File: config.mk
export PLATFORM = sky130hd
export DESIGN_NAME = uart_tx_fifo
export DESIGN_NICKNAME = d
export VERILOG_FILES = /design/src/rtl/uart_pkg.sv /design/src/rtl/uart_sync_fifo.sv /design/src/rtl/uart_tx_fifo.sv
export SDC_FILE = /design/constraint.sdc
export NUM_CORES = 1
export LEC_CHECK = 0
export CAP_MARGIN = 20
export CELL_PAD_IN_SITES_DETAIL_PLACEMENT = 0
export CELL_PAD_IN_SITES_GLOBAL_PLACEMENT = 1
export CORE_UTILIZATION = 35
export DETAILED_ROUTE_END_ITERATION = 6
export HOLD_SLACK_MARGIN = 0.12
export PLACE_DENSITY = 0.67
export SYNTH_ARGS = -nofsm -noshare
export SYNTH_HDL_FRONTEND = slang
export SYNTH_HIERARCHICAL = 1
export SYNTH_SLANG_ARGS = --single-unit
File: constraint.sdc
create_clock -name clk -period 8.4 [get_ports clk]
set_clock_uncertainty 0.2 [all_clocks]
set_input_delay 0.84 -clock clk [delete_from_list [all_inputs] [get_ports clk]]
set_output_delay 0.84 -clock clk [all_outputs]
set_load 0.01 [all_outputs]
File: src/rtl/uart_pkg.sv
// uart_pkg: definitions shared by the UART transmitter and receiver.
//   uart_state_t  : serial-frame FSM states (encoding is fixed and visible
//                   on debug taps, so keep the explicit values).
//   PARITY_*      : parity-mode selector values for the PARITY parameter.
//   parity_bit()  : parity bit for a payload of up to 9 bits.
package uart_pkg;

  typedef enum logic [2:0] {
    ST_IDLE   = 3'd0,
    ST_START  = 3'd1,
    ST_DATA   = 3'd2,
    ST_PARITY = 3'd3,
    ST_STOP   = 3'd4
  } uart_state_t;

  localparam int PARITY_NONE = 0;
  localparam int PARITY_ODD  = 1;
  localparam int PARITY_EVEN = 2;

  localparam int MAX_DATA_BITS = 9;

  // Payloads narrower than 9 bits are zero-extended by the caller, which
  // leaves the ones-count unchanged. Odd mode makes data+parity odd, even
  // mode makes it even.
  function automatic logic parity_bit(input logic [MAX_DATA_BITS-1:0] word,
                                      input int mode);
    logic p;
    if (mode == PARITY_ODD) begin
      p = ~(^word);
    end else begin
      p = ^word;
    end
    return p;
  endfunction

endpackage

File: src/rtl/uart_sync_fifo.sv
// uart_sync_fifo: single-clock FIFO with registered status flags.
//   clk, rst : clock, asynchronous active-high reset (flushes pointers/count)
//   push     : write wdata; ignored while full
//   pop      : advance head; ignored while empty
//   wdata    : write word
//   rdata    : current head word (valid while empty=0)
//   full     : registered, count == DEPTH
//   empty    : registered, count == 0
//   count    : number of stored words
module uart_sync_fifo #(
  parameter int WIDTH = 8,
  parameter int DEPTH = 4,
  localparam int AW = $clog2(DEPTH),
  localparam int CW = $clog2(DEPTH + 1)
) (
  input  logic             clk,
  input  logic             rst,
  input  logic             push,
  input  logic             pop,
  input  logic [WIDTH-1:0] wdata,
  output logic [WIDTH-1:0] rdata,
  output logic             full,
  output logic             empty,
  output logic [CW-1:0]    count
);

  logic [WIDTH-1:0] mem [DEPTH];
  logic [AW-1:0]    wr_ptr;
  logic [AW-1:0]    rd_ptr;
  logic [CW-1:0]    count_next;
  logic             do_push;
  logic             do_pop;

  // Flags are registered, so a push offered while full is refused even if a
  // pop frees an entry on the same edge.
  assign do_push = push & ~full;
  assign do_pop  = pop & ~empty;
  assign rdata   = mem[rd_ptr];

  // Occupancy after this edge; a simultaneous push and pop leaves it unchanged.
  always_comb begin
    count_next = count;
    case ({do_push, do_pop})
      2'b10:   count_next = count + CW'(1);
      2'b01:   count_next = count - CW'(1);
      default: count_next = count;
    endcase
  end

  // Storage array; contents need no reset because pointers define validity.
  always_ff @(posedge clk) begin
    if (do_push) begin
      mem[wr_ptr] <= wdata;
    end
  end

  // Pointers, count and status flags.
  always_ff @(posedge clk or posedge rst) begin
    if (rst) begin
      wr_ptr <= '0;
      rd_ptr <= '0;
      count  <= '0;
      full   <= 1'b0;
      empty  <= 1'b1;
    end else begin
      if (do_push) begin
        wr_ptr <= wr_ptr + AW'(1);
      end
      if (do_pop) begin
        rd_ptr <= rd_ptr + AW'(1);
      end
      count <= count_next;
      full  <= (count_next == CW'(DEPTH));
      empty <= (count_next == '0);
    end
  end

endmodule

File: src/rtl/uart_tx_fifo.sv
// uart_tx_fifo: FIFO-buffered UART transmitter with configurable word
// length, parity and stop bits. Frames are sent back-to-back while words
// are queued.
//   clk, rst   : clock, asynchronous active-high reset (abandons any frame)
//   start      : write strobe, pushes data when ready=1
//   data       : word to send, LSB first
//   ready      : FIFO not full (registered)
//   tx         : serial line, idle high, driven from a register
//   busy       : transmitter FSM not idle (registered)
//   fifo_count : words waiting in the FIFO
//   overflow   : sticky, start seen while ready=0; cleared only by reset
module uart_tx_fifo
  import uart_pkg::*;
#(
  parameter int CLKS_PER_BIT = 16,
  parameter int DATA_BITS    = 8,
  parameter int PARITY       = 0,
  parameter int STOP_BITS    = 1,
  parameter int FIFO_DEPTH   = 4,
  localparam int CW = $clog2(FIFO_DEPTH + 1)
) (
  input  logic                 clk,
  input  logic                 rst,
  input  logic                 start,
  input  logic [DATA_BITS-1:0] data,
  output logic                 ready,
  output logic                 tx,
  output logic                 busy,
  output logic [CW-1:0]        fifo_count,
  output logic                 overflow
);

  localparam int BAUD_W = $clog2(CLKS_PER_BIT);
  localparam int BIT_W  = $clog2(DATA_BITS);

  uart_state_t          state;
  uart_state_t          state_next;
  logic [BAUD_W-1:0]    baud_cnt;
  logic [BAUD_W-1:0]    baud_next;
  logic [BIT_W-1:0]     bit_cnt;
  logic [BIT_W-1:0]     bit_next;
  logic                 stop_cnt;
  logic                 stop_next;
  logic [DATA_BITS-1:0] shift;
  logic [DATA_BITS-1:0] shift_next;
  logic                 parity;
  logic                 parity_next;
  logic                 tx_next;
  logic                 pop;
  logic                 fifo_full;
  logic                 fifo_empty;
  logic [DATA_BITS-1:0] fifo_rdata;
  logic                 baud_last;
  logic                 stop_last;

  uart_sync_fifo #(
    .WIDTH (DATA_BITS),
    .DEPTH (FIFO_DEPTH)
  ) u_fifo (
    .clk   (clk),
    .rst   (rst),
    .push  (start),
    .pop   (pop),
    .wdata (data),
    .rdata (fifo_rdata),
    .full  (fifo_full),
    .empty (fifo_empty),
    .count (fifo_count)
  );

  assign ready     = ~fifo_full;
  assign baud_last = (baud_cnt == BAUD_W'(CLKS_PER_BIT - 1));
  assign stop_last = (STOP_BITS == 1) ? 1'b1 : stop_cnt;

  // Next-state, shifter and next tx level. tx is computed one cycle ahead so
  // the line itself comes straight from a flop.
  always_comb begin
    state_next  = state;
    baud_next   = baud_cnt;
    bit_next    = bit_cnt;
    stop_next   = stop_cnt;
    shift_next  = shift;
    parity_next = parity;
    tx_next     = tx;
    pop         = 1'b0;

    case (state)
      ST_IDLE: begin
        if (!fifo_empty) begin
          pop         = 1'b1;
          shift_next  = fifo_rdata;
          parity_next = parity_bit(MAX_DATA_BITS'(fifo_rdata), PARITY);
          baud_next   = '0;
          state_next  = ST_START;
          tx_next     = 1'b0;
        end else begin
          tx_next     = 1'b1;
        end
      end

      ST_START: begin
        if (baud_last) begin
          baud_next  = '0;
          bit_next   = '0;
          state_next = ST_DATA;
          tx_next    = shift[0];
        end else begin
          baud_next  = baud_cnt + BAUD_W'(1);
          tx_next    = 1'b0;
        end
      end

      ST_DATA: begin
        if (baud_last) begin
          baud_next = '0;
          if (bit_cnt == BIT_W'(DATA_BITS - 1)) begin
            bit_next = '0;
            if (PARITY != PARITY_NONE) begin
              state_next = ST_PARITY;
              tx_next    = parity;
            end else begin
              state_next = ST_STOP;
              stop_next  = 1'b0;
              tx_next    = 1'b1;
            end
          end else begin
            bit_next   = bit_cnt + BIT_W'(1);
            shift_next = shift >> 1;
            // shift[1] is the bit that becomes the LSB after this shift.
            tx_next    = shift[1];
          end
        end else begin
          baud_next = baud_cnt + BAUD_W'(1);
        end
      end

      ST_PARITY: begin
        if (baud_last) begin
          baud_next  = '0;
          stop_next  = 1'b0;
          state_next = ST_STOP;
          tx_next    = 1'b1;
        end else begin
          baud_next  = baud_cnt + BAUD_W'(1);
        end
      end

      ST_STOP: begin
        if (baud_last) begin
          baud_next = '0;
          if (stop_last) begin
            // Chain straight into the next start bit when data is waiting.
            if (!fifo_empty) begin
              pop         = 1'b1;
              shift_next  = fifo_rdata;
              parity_next = parity_bit(MAX_DATA_BITS'(fifo_rdata), PARITY);
              state_next  = ST_START;
              tx_next     = 1'b0;
            end else begin
              state_next  = ST_IDLE;
              tx_next     = 1'b1;
            end
          end else begin
            stop_next = 1'b1;
            tx_next   = 1'b1;
          end
        end else begin
          baud_next = baud_cnt + BAUD_W'(1);
        end
      end

      default: begin
        state_next = ST_IDLE;
        baud_next  = '0;
        bit_next   = '0;
        stop_next  = 1'b0;
        tx_next    = 1'b1;
      end
    endcase
  end

  // FSM, counters, shifter and registered outputs.
  always_ff @(posedge clk or posedge rst) begin
    if (rst) begin
      state    <= ST_IDLE;
      baud_cnt <= '0;
      bit_cnt  <= '0;
      stop_cnt <= 1'b0;
      shift    <= '0;
      parity   <= 1'b0;
      tx       <= 1'b1;
      busy     <= 1'b0;
      overflow <= 1'b0;
    end else begin
      state    <= state_next;
      baud_cnt <= baud_next;
      bit_cnt  <= bit_next;
      stop_cnt <= stop_next;
      shift    <= shift_next;
      parity   <= parity_next;
      tx       <= tx_next;
      busy     <= (state_next != ST_IDLE);
      if (start && !ready) begin
        overflow <= 1'b1;
      end
    end
  end

endmodule

==> impl_summary.md <==
Run status
The run finished with clean final reports.

Yosys
The sequential-to-total area share from yosys stat is between 50 and 60%. By instance count, the leading cell after synthesis is sky130_fd_sc_hd__edfxtp_1. In the synthesized netlist, the number of instances is approximately 200. The mean post-synth cell area is around 14 um2. Counting distinct cell types in the post-synthesis netlist gives 44. The post-synthesis share of cell area spent on full adders, half adders and majority gates is between 4 and 5%. The share of flip-flops with an asynchronous set or reset is roughly half.

The cell area that synthesis handed to floorplanning was between 2000 and 3000 um2. The number of flops mapped to enable cells by yosys is 32. After synthesis, the largest family of logic cells by area is multiplexers. The synthesized design contains 62 register bits.

The cell type with the largest total area after synthesis is sky130_fd_sc_hd__edfxtp_1. The predominant post-synthesis flop cell is sky130_fd_sc_hd__edfxtp_1. The synthesized netlist devotes between 2 and 2.5% of its cell area to XOR and XNOR gates. The synthesized netlist devotes 7.76% of its cell area to compound gates.

The commonest cells after synthesis are sky130_fd_sc_hd__edfxtp_1, sky130_fd_sc_hd__dfrtp_1, sky130_fd_sc_hd__nand2_1. Ranked by total cell area, the synthesized netlist is headed by sky130_fd_sc_hd__edfxtp_1, sky130_fd_sc_hd__dfrtp_1, sky130_fd_sc_hd__mux4_2. The synthesized netlist devotes 9.59% of its cell area to simple gates. During synthesis, Yosys emitted a total of 6 warnings.

The share of cell area taken by muxes after synthesis is 13.0%. After synthesis, the largest area contributor takes up approximately a third of total cell area. The post-synthesis net count is 219.

Routing
The routed layout has 1590 vias. The detail route stage leaves a number of antenna-violating nets equal to 0. The number of DRC violations after detailed routing is 0. For this run, the detailed router's first-pass iteration total came to 4.

After the first detailed-routing iteration, the DRC count stood at 43. The routed wirelength normalized by instance count is between 10 and 15 um. Using the TritonRoute via totals, the vias-per-cell ratio works out to 4.86. For this block, the routed nets add up to 4620 um of wire.

GRT
Global routing used 2.71% of the available met3 tracks. Summed over all layers, the global routing overflow is 0. The number of antenna violations at the first check in global routing came to 0. The via count of the first global-routing pass was 1497. In this run the most used layer during global routing was met2. Global routing consumed, on the met1 layer, 16.8% of the routing resources. The first global-routing pass estimated between 7000 and 8000 um of wire. Entering global routing, the biggest net connects 22 pins. The met2 usage in global routing is ~17%.

In the global route stage, overall resource usage came out at 12.3%.

Worst setup path
The type of destination of the critical path is a flop. The top fanout value on the critical path is 10. The arrival time of the worst setup path is 3.11 ns. The startpoint class of the critical path is a flop. At the worst endpoint, the required time is 8.47 ns. By startpoint and endpoint, the worst setup path is classified as reg -> reg.

Placement
The sum of net half-perimeters after detailed placement is 3130 um. Input and output buffers added on the ports amount to 17. The final estimated routing congestion in global placement is 0.716. Prior to clock tree synthesis, the placed netlist has a worst setup slack of 5.19 ns.

Die
The width of the chip is 92.6 um. The area of the die is 8570 um2. Measured along the y axis, the die boundary spans 92.6 um. The initial core utilization is 36.6%. The total I/O pin count is 18. The core region is between 7000 and 8000 um2. The number of rows in the core area is 32.

Clock network
The maximum root-to-sink buffer count is 2. The clock buffer count from CTS is 9. For this design, the sink count on the clock tree is 62. The tree is rooted in a sky130_fd_sc_hd__clkbuf_8. Buffers inserted to repair hold after CTS numbered 0. Once the clock tree was built, the resizer swapped 0 gates to a different size. Buffers added to address setup during post-CTS repair amount to 0.

For the worst-skew pair, the clock arrives at the later sink with an insertion delay of 0.34 ns. After clock tree synthesis, the clock-pin slew on the worst setup and hold paths is approximately 0.07 ns. The clock tree from TritonCTS is yes. The number of H-tree branching levels is 3.

Timing
The total count of hold-check failures in the final report is 0. The post-route fraction of the period consumed by the critical path is 36.2%. The tightest slew margin relative to the limit is 45.2%.

In the post-route analysis, the smallest setup slack over all paths is 5.36 ns. At the pin with the least slew margin, the transition time is slightly above 0.8 ns. For the finished layout, the period the worst path requires is 3.04 ns. The total negative slack is 0 ns. Setup violations remaining at the end of the flow were counted as 0. Setup repair after global routing left no endpoint under its margin.

The number of max-slew violations in the final report came to 0. Derived from the worst setup path, the maximum achievable clock frequency is 0.329 GHz.

Flow run
The number of max-cap violations is 0.

Pwr
Across the VDD grid, the largest voltage drop is about 130 uV. The cell leakage power is 1.31 nW. The cell area power density is around 250 nW/um2.

Final layout
In the final layout, the share of cells above drive strength 1 is 20.9%. The count of antenna diodes in the layout is 0. The area overhead of the layout relative to synthesis is 16.3%. The number of nets at the end of the flow is 240.

Min path
The path category of the worst min-delay check is reg -> reg.
==> per-layer routing <==
layer	routed length, um	vias to the layer above
met2	2140	26
met3	130	10
li1	-	770
met5	0	-
met1	2200	784
met4	146	0
==> sequential cells by signal, indices dropped and copies added, names as in the netlist <==
register / cells
bit_cnt: 3
u_fifo/empty: 1
tx: 1
u_fifo/mem: 32
shift: 8
overflow: 1
u_fifo/wr_ptr: 2
baud_cnt: 4
u_fifo/rd_ptr: 2
busy: 1
u_fifo/count: 3
state: 3
u_fifo/full: 1
==> layout make-up <==
class,count,area (um2)
Clock buffer,10,128
Clock inverter,6,93.8
Fill cell,754,4510
Inverter,12,45.0
Multi-Input combinational cell,118,1060
Sequential cell,62,1710
Tap cell,102,128
Timing Repair Buffer,17,170
==> placed cells by master, fill, tap and decap left out, drive strengths merged, types with 2 or more instances in the layout <==
cell,Yosys,final
edfxtp,32,32
dfrtp,28,28
clkdlybuf4s50,0,17
inv,12,14
nand2,13,13
mux2,13,13
o21ai,12,12
clkbuf,2,10
ha,8,8
mux4,8,8
a21oi,7,7
nor2,7,7
nor2b,6,6
xnor2,5,5
a31oi,4,4
and2,4,4
nand3,4,4
xor2,3,3
a22oi,2,2
and3,2,2
o31ai,2,2
nand4b,2,2
mux2i,2,2
bufinv,0,2
dfstp,2,2
==> power by group <==
part / internal [mW] / switching, mW
logic: 0.0649 / 0.0704
clock network: 0.170 / 0.123
registers: 0.375 / 0.0228
==> cell families (layout without fill, tap and decap cells) <==
kind of cell | after synthesis | in the layout
buf+inv | 19 | 45
simple gates | 45 | 45
fa+ha+maj | 9 | 9
mux | 23 | 23
xor+xnor | 8 | 8
compound gates | 33 | 33
flops | 62 | 62
==> worst max-delay path, cell delays in order (launching register included) <==
cell and delay, ns:
sky130_fd_sc_hd__dfrtp_1 0.42, sky130_fd_sc_hd__ha_1 0.28, sky130_fd_sc_hd__nand3_4 0.18, sky130_fd_sc_hd__a21boi_4 0.23, sky130_fd_sc_hd__nor2b_1 0.29, sky130_fd_sc_hd__ha_1 0.24, sky130_fd_sc_hd__inv_1 0.07, sky130_fd_sc_hd__fa_1 0.41
sky130_fd_sc_hd__xor2_1 0.20, sky130_fd_sc_hd__or3_1 0.33, sky130_fd_sc_hd__o211a_1 0.12
==> metrics by stage <==
step / instances / power [mW] / area [um2] / utilization [%] / hold WS [ns]
floorplan: 199 / 0.487 / 2870 / - / 0.272
global placement: 311 / 0.542 / 3120 / 39.7 / 0.252
detailed placement: 311 / 0.544 / 3120 / 39.7 / 0.252
CTS: 327 / 0.841 / 3340 / 42.6 / 0.269
global route: 327 / 0.874 / 3340 / 42.6 / 0.283
finish: 327 / 0.826 / 3340 / 42.6 / 0.262
==> final timing paths <==
check | startpoint | end | slack, ns | cells past startpoint
setup reg to reg | baud_cnt[0] | u_fifo/empty | 5.36 | 10
hold reg to reg | overflow | overflow | 0.26 | 1
hold / removal | overflow | overflow | 0.26 | 1
setup / recovery | baud_cnt[0] | u_fifo/empty | 5.36 | 10
min in group asynchronous | rst | u_fifo/full | 0.59 | 2
max in group asynchronous | rst | shift[7] | 6.69 | 2
Power figures use the tool's default switching activity.
